$ cat config.mk
export PLATFORM = sky130hd
export DESIGN_NAME = ifp_stage
export DESIGN_NICKNAME = d
export VERILOG_FILES = /design/src/rtl/ifp_stage_pkg.sv /design/src/rtl/ifp_skid_buf.sv /design/src/rtl/ifp_stage.sv
export SDC_FILE = /design/constraint.sdc
export NUM_CORES = 1
export LEC_CHECK = 0
export CORE_MARGIN = 2
export CORE_UTILIZATION = 57
export CTS_CLUSTER_SIZE = 16
export DETAILED_ROUTE_END_ITERATION = 8
export GPL_TIMING_DRIVEN = 0
export HOLD_SLACK_MARGIN = 0.12
export PLACE_DENSITY = 0.82
export SYNTH_ARGS = -nofsm -noshare
export SYNTH_HDL_FRONTEND = slang
export SYNTH_SLANG_ARGS = --single-unit
$ cat constraint.sdc
create_clock -name clk -period 27.6 [get_ports clk]
set_input_delay 2.76 -clock clk [delete_from_list [all_inputs] [get_ports clk]]
set_output_delay 2.76 -clock clk [all_outputs]
set_load 0.02 [all_outputs]
$ cat src/rtl/ifp_stage_pkg.sv
// Shared fetch-stage types and widths.
package ifp_stage_pkg;

  localparam int XLEN    = 64;
  localparam int INSTR_W = 32;

  localparam logic [XLEN-1:0] DEFAULT_RESET_PC = 64'h0000_0000_8000_0000;

  typedef enum logic [1:0] {
    S_REQ  = 2'd0,
    S_WAIT = 2'd1,
    S_HOLD = 2'd2,
    S_DROP = 2'd3
  } ifp_state_t;

endpackage

$ cat src/rtl/ifp_skid_buf.sv
// One-entry {pc, instr} holding register for responses that arrive while stalled.
// Clear wins over load; unload only empties the entry, the data stays readable.
module ifp_skid_buf
  import ifp_stage_pkg::*;
(
  input  logic               clk,
  input  logic               rst,
  input  logic               load,
  input  logic               unload,
  input  logic               clear,
  input  logic [XLEN-1:0]    load_pc,
  input  logic [INSTR_W-1:0] load_instr,
  output logic [XLEN-1:0]    pc,
  output logic [INSTR_W-1:0] instr,
  output logic               valid
);

  always_ff @(posedge clk or posedge rst) begin
    if (rst) begin
      pc    <= '0;
      instr <= '0;
      valid <= 1'b0;
    end else if (clear) begin
      valid <= 1'b0;
    end else if (load) begin
      pc    <= load_pc;
      instr <= load_instr;
      valid <= 1'b1;
    end else if (unload) begin
      valid <= 1'b0;
    end
  end

endmodule

$ cat src/rtl/ifp_stage.sv
// Fetch PC stage: single-outstanding imem requests, response to IFR register,
// stalled responses parked in a skid entry, redirects cancel in-flight fetches.
module ifp_stage
  import ifp_stage_pkg::*;
#(
  parameter logic [XLEN-1:0] RESET_PC = DEFAULT_RESET_PC
) (
  input  logic               clk,
  input  logic               rst,
  input  logic               stall_IFP,
  input  logic               branch_taken_IFP,
  input  logic [XLEN-1:0]    branch_target_IFP,
  output logic               imem_req,
  output logic [XLEN-1:0]    imem_addr,
  input  logic               imem_gnt,
  input  logic               imem_rvalid,
  input  logic [INSTR_W-1:0] imem_rdata,
  output logic [XLEN-1:0]    pc_IFR,
  output logic [INSTR_W-1:0] instr_IFR,
  output logic               valid_IFR
);

  ifp_state_t        state, state_nxt;
  logic [XLEN-1:0]   pc, req_pc;
  logic              fire, rsp_take, deliver, skid_load, skid_unload;
  logic [XLEN-1:0]   skid_pc;
  logic [INSTR_W-1:0] skid_instr;
  logic              skid_valid;

  // Gated by the hazard inputs so a grant can never coincide with a redirect.
  assign imem_req  = (state == S_REQ) && !stall_IFP && !branch_taken_IFP;
  assign imem_addr = pc;

  assign fire        = imem_req && imem_gnt;
  assign rsp_take    = (state == S_WAIT) && imem_rvalid && !branch_taken_IFP;
  assign deliver     = rsp_take && !stall_IFP;
  assign skid_load   = rsp_take && stall_IFP;
  assign skid_unload = (state == S_HOLD) && skid_valid && !stall_IFP && !branch_taken_IFP;

  always_comb begin
    state_nxt = state;
    case (state)
      S_REQ:  if (fire) state_nxt = S_WAIT;
      S_WAIT: begin
        if (branch_taken_IFP)  state_nxt = S_DROP;
        else if (imem_rvalid)  state_nxt = stall_IFP ? S_HOLD : S_REQ;
      end
      S_HOLD: if (branch_taken_IFP || !stall_IFP) state_nxt = S_REQ;
      S_DROP: if (!branch_taken_IFP && imem_rvalid) state_nxt = S_REQ;
      default: state_nxt = S_REQ;
    endcase
  end

  always_ff @(posedge clk or posedge rst) begin
    if (rst) begin
      state  <= S_REQ;
      pc     <= RESET_PC;
      req_pc <= '0;
    end else begin
      state <= state_nxt;
      if (branch_taken_IFP) begin
        pc <= branch_target_IFP & ~64'h3;
      end else if (fire) begin
        req_pc <= pc;
        pc     <= pc + 64'd4;
      end
    end
  end

  always_ff @(posedge clk or posedge rst) begin
    if (rst) begin
      pc_IFR    <= '0;
      instr_IFR <= '0;
      valid_IFR <= 1'b0;
    end else if (branch_taken_IFP) begin
      valid_IFR <= 1'b0;
    end else if (stall_IFP) begin
      valid_IFR <= valid_IFR;
    end else if (deliver) begin
      pc_IFR    <= req_pc;
      instr_IFR <= imem_rdata;
      valid_IFR <= 1'b1;
    end else if (skid_unload) begin
      pc_IFR    <= skid_pc;
      instr_IFR <= skid_instr;
      valid_IFR <= 1'b1;
    end else begin
      valid_IFR <= 1'b0;
    end
  end

  ifp_skid_buf u_skid (
    .clk        (clk),
    .rst        (rst),
    .load       (skid_load),
    .unload     (skid_unload),
    .clear      (branch_taken_IFP),
    .load_pc    (req_pc),
    .load_instr (imem_rdata),
    .pc         (skid_pc),
    .instr      (skid_instr),
    .valid      (skid_valid)
  );

endmodule

# Word level (Yosys, flattened, before mapping)
# Cells that the tools add are included.
[word_totals]
reg_bits = 324
word_cells = 62
out_inout_bits = 162
[classes]
eq_ne = 8
n_reduce_logical = 22
n_bitwise = 2
mux = 20
n_addsub = 1
[ops]
columns = ["op", "count"]
rows = [
  ["$mux W64", 4],
  ["$add A64 B3 Y64 const B", 1],
  ["$mux W32", 2],
  ["$mux W2", 6],
  ["$logic_and A1 B1 Y1", 11],
  ["$pmux W2 S4", 1],
  ["$mux W1", 7],
  ["$eq A2 B2 Y1 const B", 2],
  ["$ne A2 B1 Y1 const B", 2],
  ["$ne A2 B2 Y1 const B", 2],
  ["$reduce_and A2 Y1", 2],
  ["$reduce_and A4 Y1", 1],
  ["$reduce_bool A2 Y1", 2],
  ["$ne A3 B3 Y1 const B", 1],
  ["$reduce_and A3 Y1", 1],
  ["$reduce_bool A3 Y1", 1],
  ["$eq A2 B1 Y1 const B", 1],
  ["$logic_not A1 Y1", 2],
  ["$logic_not A2 Y1", 1],
  ["$not A1 Y1", 2],
  ["$logic_or A1 B1 Y1", 1],
]

# Logic depth before layout (Yosys ltp)
# Gate-level depths: netlist (run 1).
[logic_depth]
word_depth = 8
ltp_mapped = 9
depth_no_buf = 6

# Cells and area by module
# From an unflattened synthesis (run 1), not the netlist that was laid out.
[hier_totals]
cells_unflattened = 1520
area_unflattened_um2 = 14870.5
[modules_own_cells]
columns = ["mod", "cells_per_inst", "instances", "seq_area_each_um2", "area_per_inst_um2"]
rows = [
  ["ifp_stage", 1311, 1, 5581.6, 11055.6],
  ["ifp_skid_buf", 209, 1, 2427.3, 3814.9],
]

# Worst setup path before layout (run 1)
# OpenSTA, ideal clock, no wires.
[synth_timing]
kind = "in2out"
start = "in branch_taken_IFP"
end = "out imem_req"
required_ns = 24.840
slack_ns = 21.401
stages = 2
arrival_time_ns = 3.439
n_path_buf = 0
path_cell_list = "or4_4 clkinv_2"
[synth_via]
elab_chain_len = 2
[synth_rtl]
columns = ["item", "line_no", "text"]
rows = [
  ["start, declared", "ifp_stage.sv:11", "input logic branch_taken_IFP,"],
  ["$logic_not A1 Y1", "ifp_stage.sv:31", "assign imem_req = (state == S_REQ) && !stall_IFP && !branch_taken_IFP;"],
  ["$logic_and A1 B1 Y1", "ifp_stage.sv:31", ""],
  ["end, declared", "ifp_stage.sv:13", "output logic imem_req,"],
]
# No other way between the ends.

# Worst setup path after layout (run 1)
[layout_timing]
start = "in stall_IFP"
end = "out imem_req"
[layout_via]
elab_chain_len = 3
[layout_rtl]
columns = ["item", "line_no", "text"]
rows = [
  ["start, declared", "ifp_stage.sv:10", "input logic stall_IFP,"],
  ["$logic_not A1 Y1", "ifp_stage.sv:31", ""],
  ["$logic_and A1 B1 Y1 (2 in a row)", "ifp_stage.sv:31", ""],
]
# No other way between the ends.

==> metrics.md, run 1 <==
| Metric | Value |
|---|---|
| Crit. End Element | `output port` |
| Status | `finished clean` |
| Hold Violations, Final | `0` |
| Largest fanout on the critical path | `8` |
| Hpwl dp | `30,100 um` |
| Worst Slack Setup Final | `20.10 ns` |
| GRT overflow | `0` |
| Core region area | `~25,000 um^2` |
| CTS H-tree lvls | `2` |
| Yosys reg bits | `316` |
| Reg clk slew, reported paths | `roughly 0.06 ns` |
| Count of flip-flops with a built-in enable after synthesis | `0` |
| Routed WL | `roughly 44,000 um` |
| CTS Buf Count | `34` |
| WL/cell | `between 20 and 25 um` |
| Cells after synthesis | `1,363` |
| Nets@finish | `1,764` |
| CP startpoint kind | `input pin` |
| Largest net degree at the start of global routing | `123` |
| Crit path kind | `input pin to output port` |
| Min Clock Period, post-route | `approximately 7.5 ns` |
| DR iter-0 viols | `1,347` |
| Relative slew margins | `26.1%` |
| Layout Utilization | `74.5%` |
| Worst path cell trace | `clkdlybuf4s50_1 -> or4_4 -> clkinv_2 -> clkdlybuf4s50_1` |
| Io pins | `~260` |
| Synthesis Warnings | `0` |
| Synth unique cells | `just over 60` |
| Maxcap violations | `0` |
| Buffers & Inverters on Critical Path | `3` |
| Row count | `58` |
| Period utilization | `27.2%` |
| Cell family with most CP delay | `buffers and inverters` |
| Clock skew | `roughly 0.018 ns` |
| Root Buffer | `clkbuf_16` |
| Post-cts resize count | `0` |
| Sequential-to-total area share from yosys stat | `55.2%` |
| Setup TNS | `0 ns` |
| Max Fclk | `0.133 GHz` |
| Chip Height | `around 160 um` |
| First drt pass iteration count | `6` |
| Total Routing Usage GR | `33.2%` |
| PortBufs | `257` |
| Non-Filler Instances | `2,015` |
| DR vias | `12,400` |
| Max clock buf depth | `3` |
| CTS tree | `done` |
| Worst Path Arrival | `4.74 ns` |
| Placer Congestion | `0.919` |
| Vias/cell | `6.14` |
| CP dominant cell by count | `clkdlybuf4s50_1` |
| Mean Syn Cell Area | `10.5 um^2` |
| Slew Limit Fails | `0` |
| Leak pwr | `between 8 and 9 nW` |
| Die Wd | `163 um` |
| First-pass GRT wire length | `about 68,000 um` |
| # setup viols final | `0` |
| CTS Hold Buffers Added | `0` |
| Area grow syn2layout | `29.4%` |
| Post-CTS Repair Setup Buffers | `0` |
| Initial Utilization | `57.6%` |
| CP peak stage delay | `0.62 ns` |
| Sink Count | `316` |
| Antenna cell count | `0` |
| Pwr/cell area | `~97 nW/um^2` |
| Worst EP required | `24.84 ns` |
| Crit-path slowest cell | `or4_4` |
| Hold WC Path Type | `flip-flop to flip-flop` |
| Cells after DPL | `1,955` |
| Ys flop type | `dfrtp_1` |
| Routed Antenna Nets | `0` |
| Mapped Area | `14,300 um^2` |
| Worst IR drop on VDD | `0.0580 mV` |
| Dpl ws | `around 20 ns` |
| Die ar. | `26,400 um^2` |
| Share of cells above drive strength 1 | `12.4%` |
| Vias in the first global route | `12,400` |
| RSZ-0062 raised after global routing | `no` |
| Initial antenna violation count | `0` |
| # DRC | `0` |
| Ys async rst share | `100%` |
| Clk_lat worst skew | `around 0.52 ns` |
| Worst-margin pin slew | `1.10 ns` |
==> registers in the layout, summed over array words and instances, names as in the netlist, 2 cells and up <==
signal and flops:
pc_IFR 62, u_skid.instr 32, state 2, instr_IFR 32, imem_addr 62, u_skid.pc 62, req_pc 62
==> per-stage QoR <==
stage	cell area (um^2)	total power, W	hold WS (ns)
6_report	18500	0.00180	0.504
5_1_grt	18500	0.00189	0.512
4_1_cts	18500	0.00180	0.503
3_5_place_dp	17400	0.00132	0.490
3_3_place_gp	17300	0.00129	0.477
2_1_floorplan	14300	0.00106	0.462
==> worst paths after layout <==
path	startpoint	to	slack, ns	cells past startpoint
max in group asynchronous	rst	u_skid.pc[10]	23.80	3
setup reg to reg	state[1]	instr_IFR[11]	24.35	7
min in group asynchronous	rst	instr_IFR[10]	2.77	2
hold reg to reg	req_pc[43]	req_pc[43]	0.50	2
hold / removal	req_pc[43]	req_pc[43]	0.50	2
setup / recovery	stall_IFP	imem_req	20.10	4
==> worst register-to-register path, stage by stage, from the launching register on <==
cell	delay (ns)
dfrtp_1	0.43
and3b_1	0.30
a31oi_1	0.07
nor3_2	0.84
clkbuf_1	0.80
clkbuf_1	0.46
nor2_1	0.12
a21oi_1	0.15
==> synth_stat cells, types with 2 or more instances <==
cell type	n	area share, %
and4_1	5	0.31
o31a_1	5	0.31
a222oi_1	3	0.21
buf_1	12	0.31
o21ai_0	43	1.5
dfrtp_1	315	55
a221o_1	10	0.70
mux2i_1	103	7.2
o311ai_1	3	0.18
and2_1	6	0.26
mux2_2	97	7.6
nor3_2	3	0.21
or3_1	8	0.35
a21oi_1	104	3.6
clkbuf_1	43	1.1
or4_1	9	0.47
nor4_1	6	0.26
a21o_1	5	0.26
o211ai_1	17	0.89
nand2_2	2	0.087
nand3_2	2	0.14
nand2_1	220	5.8
nor2_1	122	3.2
nand4b_1	2	0.12
o311ai_0	17	1.0
buf_4	6	0.31
a31o_2	3	0.18
nor3_1	10	0.35
and3_1	14	0.61
nand4_2	2	0.17
buf_2	31	1.1
a22oi_1	6	0.31
inv_1	17	0.45
nand3_1	46	1.6
nand4_1	26	1.1
a32oi_1	3	0.18
a31oi_1	12	0.52
nor4_4	2	0.30
==> report_power, final <==
group          total, W  internal (W)  leakage (nW)  switching [W]
logic          0.000563      0.000279          4.27       0.000284
clock network  0.000474      0.000290         0.564       0.000184
registers      0.000762      0.000640          3.94       0.000122
==> cell type report <==
cell class              instances  area [um^2]
plain buffers                  94          423
multi-input cells             938         5940
well taps                     330          413
clock buffers                  53         1010
repair buffers                259         2630
clock inverters                 7          139
fillers                      1709         6350
flip-flops and latches        316         7910
inverters                      18         76.3
==> routing by layer <==
| layer | global-route usage [%] | routed length (um) |
|---|---|---|
| met3 | 7.79 | 4530 |
| met5 | 0 | 0 |
| met1 | 44.6 | 17200 |
| met4 | 14.6 | 1950 |
| met2 | 52.0 | 19800 |
==> logic make-up (layout without fill, tap and decap cells) <==
kind of cell               after synthesis  count (layout)  synth area share (%)
and+or+nand+nor                        495             495                  16.1
DFF                                    316             316                  55.2
AOI/OAI and AO/OA                      237             237                  10.3
muxes                                  200             200                  14.8
buffers and inverters                  112             431                  3.43
adders and majority gates                1               1                0.0873
other                                    1               4                0.0262
xor gates and xnor gates                 1               1                0.0611
==> placed cells by master (no fill, tap or decap), types with 5 or more instances in the layout <==
cell,count
nor3_1,10
buf_1,12
clkbuf_1,54
a21oi_1,104
a21o_1,5
a31oi_1,12
dfrtp_1,315
mux2i_1,103
or3_1,8
buf_2,31
o21ai_0,43
o211ai_1,17
clkbuf_16,35
nor2_1,122
o311ai_0,17
nand2_1,220
and3_1,14
o31a_1,5
buf_4,6
mux2_2,97
clkbuf_8,7
inv_1,16
clkdlybuf4s50_1,257
nand3_1,46
nor4_1,6
nand4_1,26
and4_1,5
a221o_1,10
a22oi_1,6
or4_1,9
and2_1,6
No activity file was read; power rests on OpenSTA's default activity.
==> run 2, diff against run 1 <==
--- a/config.mk
+++ b/config.mk
@@ -6,12 +6,12 @@
 export NUM_CORES = 1
 export LEC_CHECK = 0
 export CORE_MARGIN = 2
-export CORE_UTILIZATION = 57
+export CORE_UTILIZATION = 48
 export CTS_CLUSTER_SIZE = 16
 export DETAILED_ROUTE_END_ITERATION = 8
 export GPL_TIMING_DRIVEN = 0
 export HOLD_SLACK_MARGIN = 0.12
-export PLACE_DENSITY = 0.82
+export PLACE_DENSITY = 0.73
 export SYNTH_ARGS = -nofsm -noshare
 export SYNTH_HDL_FRONTEND = slang
 export SYNTH_SLANG_ARGS = --single-unit
==> constraint.sdc (replaced) <==
create_clock -name clk -period 6.6 [get_ports clk]
set_input_delay 0.66 -clock clk [delete_from_list [all_inputs] [get_ports clk]]
set_output_delay 0.66 -clock clk [all_outputs]
set_load 0.02 [all_outputs]
==> metrics.md, run 2 (synthesis results as in run 1) <==
| Metric | Value |
|---|---|
| Maxcap violations | `0` |
| Non-Filler Instances | `2,084` |
| Crit path kind | `input pin to flip-flop` |
| CTS tree | `done` |
| Slew Limit Fails | `0` |
| Max clock buf depth | `3` |
| Row count | `63` |
| CTS H-tree lvls | `2` |
| Worst EP required | `6.95 ns` |
| Worst path cell trace | `clkdlybuf4s50_1 -> and3b_1 -> a31oi_1 -> nor3_2 -> clkbuf_1 -> clkbuf_1 -> a21oi_1` |
| Largest fanout on the critical path | `10` |
| Core region area | `29,500 um^2` |
| Tot Pwr | `0.00758 W` |
| Relative slew margins | `28.3%` |
| Die ar. | `31,200 um^2` |
| Vias/cell | `5.78` |
| CTS Buf Count | `35` |
| Reg clk slew, reported paths | `0.06 ns` |
| Io pins | `264` |
| Area grow syn2layout | `31.2%` |
| Most common cell after layout, fill and taps aside | `dfrtp_1` |
| Clock skew | `roughly 0.022 ns` |
| Status | `finished clean` |
| Placer Congestion | `0.947` |
| Buffers & Inverters on Critical Path | `3` |
| Nets@finish | `1,771` |
| RSZ-0062 raised after global routing | `no` |
| Largest net degree at the start of global routing | `between 40 and 50` |
| WL/cell | `20.9 um` |
| Max Fclk | `0.293 GHz` |
| Vias in the first global route | `12,000` |
| Share of cells above drive strength 1 | `13.2%` |
| Post-CTS Repair Setup Buffers | `0` |
| Leak pwr | `roughly 9 nW` |
| Total Routing Usage GR | `28.2%` |
| Worst Path Arrival | `3.76 ns` |
| Hold WC Path Type | `flip-flop to flip-flop` |
| CP dominant cell by count | `clkbuf_1` |
| DR iter-0 viols | `1,068` |
| DR vias | `12,100` |
| Period utilization | `51.8%` |
| Sink Count | `approximately 320` |
| First-pass GRT wire length | `68,300 um` |
| CP startpoint kind | `input pin` |
| GRT overflow | `0` |
| # DRC | `0` |
| Initial antenna violation count | `1` |
| Min Clock Period, post-route | `3.42 ns` |
| Worst IR drop on VDD | `0.197 mV` |
| Crit-path slowest cell | `nor3_2` |
| Worst-margin pin slew | `about 1.1 ns` |
| Reg2reg setup slack | `3.37 ns` |
| Hpwl dp | `around 32,000 um` |
| Crit. End Element | `flip-flop` |
| Initial Utilization | `around half` |
| Hold Violations, Final | `0` |
| Chip Height | `between 150 and 200 um` |
| Routed WL | `43,600 um` |
| CTS Hold Buffers Added | `0` |
| Routed Antenna Nets | `0` |
| Clk_lat worst skew | `0.52 ns` |
| Cell family with most CP delay | `buffers and inverters` |
| # setup viols final | `0` |
| Cells after DPL | `between 2,000 and 2,500` |
| First drt pass iteration count | `8` |
| CP peak stage delay | `a little over 0.8 ns` |
| Root Buffer | `clkbuf_16` |
| Post-cts resize count | `0` |
| Commonest cells after routing, fill and taps aside | `315 x dfrtp_1, 257 x clkdlybuf4s50_1, 220 x nand2_1` |
| Pwr/cell area | `403 nW/um^2` |
| Die Wd | `177 um` |
| PortBufs | `257` |
[run 2: changes by cell type in the layout (fill, tap and decap cells not counted), moves of 2 or more]
cell,delta
buf_12,+8
clkbuf_8,+3
clkinv_2,+4
clkbuf_1,-6
clkbuf_16,+2
buf_16,-2
[run 2: stage by stage]
step / area (um^2) / utilization, % / hold WS (ns) / setup WS [ns] / TNS [ns]
after floorplan: 14300 / - / 0.462 / 1.73 / 0
after global placement: 17400 / 59.0 / 0.476 / -0.552 / -164.53
after detailed placement: 17600 / 59.6 / 0.487 / 2.65 / 0
after CTS: 18800 / 63.8 / 0.500 / 3.19 / 0
after global routing: 18800 / 63.8 / 0.509 / 3.05 / 0
final: 18800 / 63.8 / 0.500 / 3.18 / 0
[run 2: worst paths after layout]
kind,from,to,depth (start not counted)
min,req_pc[50],req_pc[50],2
max,imem_rvalid,pc_IFR[19],7
max reg2reg,state[1],pc_IFR[19],6
min reg2reg,req_pc[50],req_pc[50],2
max in group asynchronous,rst,instr_IFR[1],4
min in group asynchronous,rst,instr_IFR[27],2
[run 2: report_power, final]
part	leakage, nW	switching (W)	internal (W)
registers	3.94	0.000498	0.00268
clock network	0.614	0.000782	0.00129
logic	4.32	0.00116	0.00117
[run 2: cell type report]
type	count	area [um^2]
multi-input combinational	938	5940
fill	2369	10700
sequential	316	7910
inverter	18	72.6
timing repair buffer	265	2730
clock buffer	52	1080
antenna	1	2.50
clock inverter	10	150
buffer	94	423
tap	390	488
[run 2: worst register-to-register path: stages (launching register included)]
cell	delay, ns
dfrtp_1	0.42
and3b_1	0.28
a31oi_1	0.07
nor3_2	0.81
clkbuf_1	0.81
clkbuf_1	0.53
a21oi_1	0.15
[run 2: metal layers]
| layer | global-route usage [%] | vias up | part of all wire (%) |
|---|---|---|---|
| met2 | 44.2 | 586 | 46 |
| met3 | 4.36 | 86 | 7.7 |
| met5 | 0 | - | 0 |
| li1 | - | 5445 | - |
| met1 | 39.7 | 5933 | 43 |
| met4 | 10.6 | 0 | 3.5 |
